===== src/rtl/dft_compute_stream.sv =====
`default_nettype none
// ============================================================================
//  Module      : dft_compute_stream
//  Description : N-point real-input fixed-point DFT engine. Buffers one frame
//                of N samples, then computes each bin X[k] serially with one
//                complex MAC per cycle. Twiddles come from an external cos/sin
//                ROM with a 1-cycle read latency. Real and imaginary parts leave
//                on independent valid/busy channels.
//  Revision    : 1.0 - initial release
// ============================================================================
module dft_compute_stream #(
    parameter  int N      = 16,
    parameter  int LOG2N  = 4,
    parameter  int DATA_W = 16,
    parameter  int TW_W   = 16,
    localparam int OUT_W  = DATA_W + LOG2N + 1
) (
    input  logic                     i_clk,
    input  logic                     i_rst,
    output logic                     i_real_busy,
    input  logic                     i_real_vld,
    input  logic signed [DATA_W-1:0] i_real_data,
    input  logic                     o_dft_real_busy,
    output logic                     o_dft_real_vld,
    output logic signed [OUT_W-1:0]  o_dft_real_data,
    input  logic                     o_dft_imag_busy,
    output logic                     o_dft_imag_vld,
    output logic signed [OUT_W-1:0]  o_dft_imag_data,
    output logic [LOG2N-1:0]         o_bin_idx,
    output logic [LOG2N-1:0]         o_tw_addr,
    input  logic signed [TW_W-1:0]   i_tw_cos,
    input  logic signed [TW_W-1:0]   i_tw_sin
);

    localparam int               c_PROD_W  = DATA_W + TW_W;
    localparam int               c_ACC_W   = c_PROD_W + LOG2N;
    localparam logic [LOG2N-1:0] c_LAST    = LOG2N'(N - 1);
    localparam logic [LOG2N-1:0] c_ONE     = LOG2N'(1);
    localparam logic [LOG2N:0]   c_CYC_END = (LOG2N + 1)'(N);

    typedef enum logic [1:0] {
        S_LOAD    = 2'd0,
        S_COMPUTE = 2'd1,
        S_OUTPUT  = 2'd2
    } state_t;

    state_t                     r_state;
    state_t                     w_state_next;

    logic signed [DATA_W-1:0]   r_x [N];
    logic [LOG2N-1:0]           r_cnt;
    logic [LOG2N-1:0]           r_k;
    logic [LOG2N-1:0]           r_addr;
    logic [LOG2N:0]             r_cyc;
    logic signed [c_ACC_W-1:0]  r_acc_re;
    logic signed [c_ACC_W-1:0]  r_acc_im;
    logic                       r_busy;
    logic                       r_re_vld;
    logic                       r_im_vld;

    logic                       w_in_xfer;
    logic                       w_last_load;
    logic                       w_comp_end;
    logic                       w_re_xfer;
    logic                       w_im_xfer;
    logic                       w_bin_done;
    logic [LOG2N-1:0]           w_xidx;
    logic signed [DATA_W-1:0]   w_x_cur;
    logic signed [c_PROD_W-1:0] w_prod_re;
    logic signed [c_PROD_W-1:0] w_prod_im;
    logic signed [c_ACC_W-1:0]  w_prod_re_ext;
    logic signed [c_ACC_W-1:0]  w_prod_im_ext;
    logic                       w_unused;

    // Handshake qualifiers; a bin is finished once neither channel is still pending.
    assign w_in_xfer   = i_real_vld && !r_busy && (r_state == S_LOAD);
    assign w_last_load = w_in_xfer && (r_cnt == c_LAST);
    assign w_comp_end  = (r_state == S_COMPUTE) && (r_cyc == c_CYC_END);
    assign w_re_xfer   = r_re_vld && !o_dft_real_busy;
    assign w_im_xfer   = r_im_vld && !o_dft_imag_busy;
    assign w_bin_done  = (r_state == S_OUTPUT)
                       && !(r_re_vld && o_dft_real_busy)
                       && !(r_im_vld && o_dft_imag_busy);

    // ROM data in compute cycle c belongs to the address issued in cycle c-1,
    // so it pairs with sample x[c-1] (cycle N maps to x[N-1] via wrap).
    assign w_xidx        = r_cyc[LOG2N-1:0] - c_ONE;
    assign w_x_cur       = r_x[w_xidx];
    assign w_prod_re     = w_x_cur * i_tw_cos;
    assign w_prod_im     = w_x_cur * i_tw_sin;
    assign w_prod_re_ext = {{LOG2N{w_prod_re[c_PROD_W-1]}}, w_prod_re};
    assign w_prod_im_ext = {{LOG2N{w_prod_im[c_PROD_W-1]}}, w_prod_im};

    // Dropping the TW_W-1 fraction bits is an arithmetic floor shift; the
    // remaining upper bits are exactly OUT_W wide, so no saturation is needed.
    assign o_dft_real_data = r_acc_re[c_ACC_W-1:TW_W-1];
    assign o_dft_imag_data = r_acc_im[c_ACC_W-1:TW_W-1];
    assign w_unused        = ^{r_acc_re[TW_W-2:0], r_acc_im[TW_W-2:0]};

    assign i_real_busy    = r_busy;
    assign o_dft_real_vld = r_re_vld;
    assign o_dft_imag_vld = r_im_vld;
    assign o_bin_idx      = r_k;
    assign o_tw_addr      = r_addr;

    // State register.
    always_ff @(posedge i_clk) begin
        if (i_rst) r_state <= S_LOAD;
        else       r_state <= w_state_next;
    end

    // Next-state decode.
    always_comb begin
        w_state_next = r_state;
        case (r_state)
            S_LOAD:    if (w_last_load) w_state_next = S_COMPUTE;
            S_COMPUTE: if (w_comp_end)  w_state_next = S_OUTPUT;
            S_OUTPUT:  if (w_bin_done)  w_state_next = (r_k == c_LAST) ? S_LOAD : S_COMPUTE;
            default:                    w_state_next = S_LOAD;
        endcase
    end

    // Sample buffer; contents are don't-care until written, so no reset.
    always_ff @(posedge i_clk) begin
        if (w_in_xfer) r_x[r_cnt] <= i_real_data;
    end

    // Counters, twiddle address accumulator, MAC accumulators and output valids.
    always_ff @(posedge i_clk) begin
        if (i_rst) begin
            r_cnt    <= '0;
            r_k      <= '0;
            r_addr   <= '0;
            r_cyc    <= '0;
            r_acc_re <= '0;
            r_acc_im <= '0;
            r_busy   <= 1'b0;
            r_re_vld <= 1'b0;
            r_im_vld <= 1'b0;
        end else begin
            case (r_state)
                S_LOAD: begin
                    if (w_in_xfer) r_cnt <= r_cnt + c_ONE;
                    if (w_last_load) begin
                        r_busy <= 1'b1;
                        r_k    <= '0;
                        r_addr <= '0;
                        r_cyc  <= '0;
                    end
                end
                S_COMPUTE: begin
                    r_cyc  <= r_cyc + 1'b1;
                    // Stepping by k each cycle yields k*n mod N without a multiplier.
                    r_addr <= r_addr + r_k;
                    if (r_cyc != '0) begin
                        r_acc_re <= r_acc_re + w_prod_re_ext;
                        r_acc_im <= r_acc_im - w_prod_im_ext;
                    end
                    if (w_comp_end) begin
                        r_cyc    <= '0;
                        r_addr   <= '0;
                        r_re_vld <= 1'b1;
                        r_im_vld <= 1'b1;
                    end
                end
                S_OUTPUT: begin
                    if (w_re_xfer) r_re_vld <= 1'b0;
                    if (w_im_xfer) r_im_vld <= 1'b0;
                    if (w_bin_done) begin
                        r_acc_re <= '0;
                        r_acc_im <= '0;
                        r_cyc    <= '0;
                        r_addr   <= '0;
                        if (r_k == c_LAST) begin
                            r_busy <= 1'b0;
                            r_cnt  <= '0;
                        end else begin
                            r_k <= r_k + c_ONE;
                        end
                    end
                end
                default: ;
            endcase
        end
    end

endmodule
`default_nettype wire


===== config.mk =====
export PLATFORM = sky130hd
export DESIGN_NAME = dft_compute_stream
export DESIGN_NICKNAME = d
export VERILOG_FILES = /design/src/rtl/dft_compute_stream.sv
export SDC_FILE = /design/constraint.sdc
export NUM_CORES = 2
export LEC_CHECK = 0
export ABC_AREA = 1
export CAP_MARGIN = 30
export CORE_AREA = 2 2 332 334
export CTS_CLUSTER_SIZE = 14
export DETAILED_ROUTE_END_ITERATION = 8
export DIE_AREA = 0 0 334 336
export DONT_BUFFER_PORTS = 1
export PLACE_DENSITY = 0.58
export SETUP_SLACK_MARGIN = 0.3
export SLEW_MARGIN = 10
export SYNTH_ARGS = -nofsm -noshare
export SYNTH_HDL_FRONTEND = slang
export SYNTH_SLANG_ARGS = --single-unit
export TNS_END_PERCENT = 5

===== constraint.sdc =====
create_clock -name i_clk -period 11.4 [get_ports i_clk]
set_input_delay 3.42 -clock i_clk [delete_from_list [all_inputs] [get_ports i_clk]]
set_output_delay 3.42 -clock i_clk [all_outputs]
set_load 0.1 [all_outputs]

== Yosys cells after proc, flatten, opt, wreduce, memory -nomap -nowiden ==
Memories as Yosys holds them, arrays and structs flattened.
Cells that the tools add are included.

* Memories: 1
* Input bits: 53
* Output and inout port bits: 53
* Register bits after elaboration: 94
* Logic and storage cells: 98
* Memory bits (writable): 256

* Multipliers: 2
* Add/subtract/negate cells: 7
* Equality and inequality tests: 14
* Reduce and logical (&&, ||, !) cells: 28
* Mux-type cells: 36

{| class="wikitable"
|+ Memories
! memory !! words !! width !! rd ports !! clocked after memory_dff !! write ports !! RTL line !! RTL
|-
| r_x || 16 || 16 || 1 || 0 || 1 || 50 || <nowiki>logic signed [DATA_W-1:0] r_x [N];</nowiki>
|}

{| class="wikitable"
|+ Operator list
! kind !! number
|-
| one-hot mux 36 bit (2 select lines) || 2
|-
| two-way mux 36 bit || 3
|-
| multiplier 16 x 16 -> 32 bit || 2
|-
| adder 36 x 32 -> 36 bit || 1
|-
| subtractor 36 x 32 -> 36 bit || 1
|-
| two-way mux 4 bit || 8
|-
| one-hot mux 4 bit (2 select lines) || 2
|-
| two-way mux 5 bit || 3
|-
| one-hot mux 5 bit (3 select lines) || 1
|-
| AND reduction 3 bit || 5
|-
| != test 2 bit (second input constant) || 7
|-
| one-hot mux 4 bit (3 select lines) || 1
|-
| AND reduction 4 bit || 3
|-
| logical AND 1 bit || 10
|-
| two-way mux 1 bit || 9
|-
| adder 4 x 1 -> 4 bit (second input constant) || 2
|-
| equality test 4 bit (second input constant) || 2
|-
| two-way mux 2 bit || 3
|-
| one-hot mux 1 bit (2 select lines) || 3
|-
| one-hot mux 2 bit (3 select lines) || 1
|-
| adder 5 x 1 -> 5 bit (second input constant) || 1
|-
| equality test 5 bit (second input constant) || 1
|-
| logical NOT 1 bit || 5
|-
| nonzero test 5 bit || 1
|-
| other kinds (8) || 10
|}

== Depth between registers and ports, before layout ==
* Depth after elaboration: 6
* Gate-level depth with buffers: 43
* Depth with buffers taken out: 37

== Least setup slack after synthesis ==
No wires, ideal clock.

* Kind: input port to flip-flop
* Start point: input i_tw_sin[0]
* End point: register r_acc_im[22]
* Path slack: 1.741 ns
* Stages on the path: 24
* Arrival time: 9.526 ns
* Path buffers: 1
* Library setup time: 0.132 ns
* Data required time: 11.268 ns
* Cell sequence: clkbuf_1 inv_1 nor2_1 fa_1 fa_1 inv_1 fa_1 fa_1 inv_1 fa_1 inv_1 ha_1 nand2_1 nor2_1 inv_1 nor2_1 inv_1 a21oi_1 or3_1 a21oi_1 o21ai_0 or2_2 nand3_1 a21oi_1

* Word-level cells in the longest chain between the ends: 4

{| class="wikitable"
|+ Ends and longest elaborated chain
! item !! RTL line !! RTL
|-
| start, declared || 32 || <nowiki>input logic signed [TW_W-1:0] i_tw_sin</nowiki>
|-
| multiplier 16 x 16 -> 32 bit || 90 || <nowiki>assign w_prod_im = w_x_cur * i_tw_sin;</nowiki>
|-
| subtractor 36 x 32 -> 36 bit || 157 || <nowiki>r_acc_im <= r_acc_im - w_prod_im_ext;</nowiki>
|-
| two-way mux 36 bit || 155 || <nowiki>if (r_cyc != '0) begin</nowiki>
|-
| one-hot mux 36 bit (2 select lines) || 141 || <nowiki>case (r_state)</nowiki>
|-
| end signal, assigned || 157 ||
|-
| end, declared || 56 || <nowiki>logic signed [c_ACC_W-1:0] r_acc_im;</nowiki>
|}

Every way passes these cells. The select of a mux whose other input is x is not followed.
A chain may end at the register's enable or synchronous reset.

== Final worst setup path ==
* Start point: register r_cyc[0]
* End point: register r_acc_im[20]

* Word-level cells in the longest chain between the ends: 6
* Elaborated cells between the ends (all ways): 9
* Those cells by class: add/sub (2); mul (1); eq/ne (1); mux (2); reduce/logical (2); memory (1)

{| class="wikitable"
|+ Ends and longest elaborated chain
! item !! RTL line !! RTL
|-
| start, declared || 54 || <nowiki>logic [LOG2N:0] r_cyc;</nowiki>
|-
| start signal, assigned || 152 || <nowiki>r_cyc <= r_cyc + 1'b1;</nowiki>
|-
| subtractor 4 x 1 -> 4 bit || 87 || <nowiki>assign w_xidx = r_cyc[LOG2N-1:0] - c_ONE;</nowiki>
|-
| memory (16 x 16 bit) || n/a ||
|-
| multiplier 16 x 16 -> 32 bit || 90 ||
|-
| subtractor 36 x 32 -> 36 bit || 157 ||
|-
| two-way mux 36 bit || 155 ||
|-
| one-hot mux 36 bit (2 select lines) || 141 ||
|}

Parallel ways exist; a longest one is shown, timed or not. The select of a mux whose other input is x is not followed.

==> results by group <==
Setup path
  – Crit Path Class: reg -> reg
  – Setup crit start kind: flop
  – CP Max Fanout: between 40 and 50
  – Critical Path End Type: flop
  – CP Data Required Time: between 10 and 15 ns
  – Slowest stage cell, crit path: nor4_1
  – CP arrival: ~10 ns
  – Worst path max stage delay: 0.78 ns
  – Worst reg2reg setup slack: 1.84 ns
  – Critical path's most frequent cell: inv_1

Die
  – Die height: 336 µm
  – Core area: 108000 µm²
  – # rows: 121
  – Die Footprint: 112000 µm²
  – Initial Util: 34.9%
  – Die X: approximately 330 µm
  – IO Pins: 106

Logic synthesis
  – EDFF count, synth: 256
  – Register bit total from synthesis: 350
  – Cell with the most instances after synthesis: inv_1
  – Synth Net Count: 5043
  – Sequential-to-total area share from yosys stat: 25.3%
  – Yosys top cell by area: fa_1
  – Synth async-reset ratio: 0%
  – Synth area leaders: fa_1, edfxtp_1, inv_1
  – Synth unique cells: 54
  – Ys flop type: edfxtp_1
  – Top cells by count, synth: inv_1, nand2_1, fa_1
  – Avg Inst Size Synth: roughly 9 µm²
  – Synth Warn #: 0
  – Post-Syn Area: between 30000 and 40000 µm²
  – Top cell type's share of synthesized area: 33.7%
  – Cells after synthesis: 4136

Timing
  – Max Slew Vio Count: 0
  – Layout Skew: 0.0452 ns
  – Slew HR: 30.8%
  – Slew @ Worst Pin: just over 1 ns
  – RSZ-0062 raised after global routing: false
  – Final period util: a little over four fifths
  – Final hold vios: 0
  – Setup tns final: 0 ns
  – Final setup fails: 0
  – Max Clk Rate: approximately 100 MHz
  – Tmin final: about 9.6 ns

Place
  – DP HPWL: around 79 mm
  – Port Buffers: 0
  – RD Place Congestion: 0.904

Drt
  – Antenna-violating nets left: 0
  – Total wire length: 107 mm
  – Via count: roughly 28000
  – Routed len/inst: 19.2 µm
  – Vias/cell: 4.95
  – First-pass iteration count of the detailed router: 6
  – # DRC: 0
  – Iter 0 DRT Violations: 1977

CTS
  – Hold-fix buffers, CTS: 0
  – Clk slew on worst S/H paths: 0.06 ns
  – Clk sinks: 350
  – Clock root buffer: clkbuf_16
  – H-tree lvl count: 2
  – Total setup buffers inserted after CTS: 0
  – Clock buffer depth: 3
  – Clk Latency, worst-skew pair: 0.62 ns
  – CTS tree: done
  – CTS Buf Count: 43
  – Post-CTS Resized: 0

Global route
  – Vias in the first global route: 28395
  – Largest net degree at the start of global routing: between 80 and 90
  – First-pass GRT wire length: 168 mm
  – Initial antenna violation count: 0
  – Congestion Overflow GR: 0
  – GRT Total Usage: 19.4%

Run status
  – Run status: finished, final reports clean

Run
  – Max-cap check violation count: 0

Final layout
  – Fillers: 10900
  – Area occupied by multi-input gates: 23600 µm²
  – Area growth syn-to-layout: 9.80%
  – Register area: 9570 µm²
  – Nets: 5023
  – Share of cells above drive strength 1: between 5 and 6%
  – Antenna cell count: 0

Min path
  – Hold Crit Class: reg -> reg
state kept, by name (all words and copies together) (netlist names):
signal and cells:
r_acc_re 36, r_cnt 4, o_bin_idx 4, o_dft_imag_vld 1, o_tw_addr 4, r_state 2, r_acc_im 36, r_cyc 5
o_dft_real_vld 1, i_real_busy 1, r_x 256
metrics by stage:
stage               hold slack, ns  cells  util [%]  worst slack [ns]  area (µm²)
floorplan                    0.445   4136         -              1.74       37900
CTS                          0.471   5558      38.3              1.76       41500
finish                       0.473   5561      38.3              1.84       41600
global placement             0.453   5415      36.0              1.75       39000
global route                 0.485   5561      38.3              1.33       41600
detailed placement           0.462   5482      37.0              1.79       40100
worst paths after layout:
check | cells after the start | from | end
max | 34 | r_cyc[0] | r_acc_im[20]
min | 2 | r_acc_re[1] | r_acc_re[1]
max reg2reg | 34 | r_cyc[0] | r_acc_im[20]
min reg2reg | 2 | r_acc_re[1] | r_acc_re[1]
area by class of cell:
| type | count | area share (%) |
|---|---|---|
| clock buffer | 47 | 2.62 |
| inverter | 983 | 8.88 |
| tap | 1414 | 4.26 |
| timing repair buffer | 119 | 3.58 |
| sequential | 350 | 23.0 |
| clock inverter | 29 | 0.777 |
| multi-input combinational | 2619 | 56.8 |
critical path: cells and delay by family (launching register included):
family          cells  cell delay, ns
compound gates      7            1.23
buf+inv            11            2.18
simple gates        8            2.08
fa+ha+maj           8            3.52
flops               1            0.35
logic make-up (layout without fill, tap and decap cells):
family | Yosys count | in the layout | synth area share (%)
AOI/OAI and AO/OA | 536 | 536 | 8.11
and+or+nand+nor | 1202 | 1202 | 12.8
DFF | 350 | 350 | 25.3
xor gates and xnor gates | 27 | 27 | 0.625
buffers and inverters | 1167 | 1178 | 12.4
adders and majority gates | 854 | 854 | 40.9
cells in the final DEF, fill, tap and decap left out, drive strengths merged, types with 89 or more instances in the layout:
master	Yosys	routed
a21oi	328	328
buf	121	119
dfxtp	94	94
edfxtp	256	256
fa	638	638
ha	216	216
inv	983	986
nand2	658	658
nand3	98	98
nor2	386	386
o21ai	89	89
per-layer routing:
metal  vias up  wire [µm]  global-route usage (%)  share of wire (%)
met3       117       7910                    3.20                7.4
met1     13868      46300                    26.7                 43
met4         0       1820                    3.12                1.7
li1      12590          -                       -                  -
met2       928      50600                    32.5                 47
met5         -          0                       0                  0
Power is left out: the tool's default activity adds up to more than one toggle a clock period on the data nets, which glitch-free logic cannot reach.
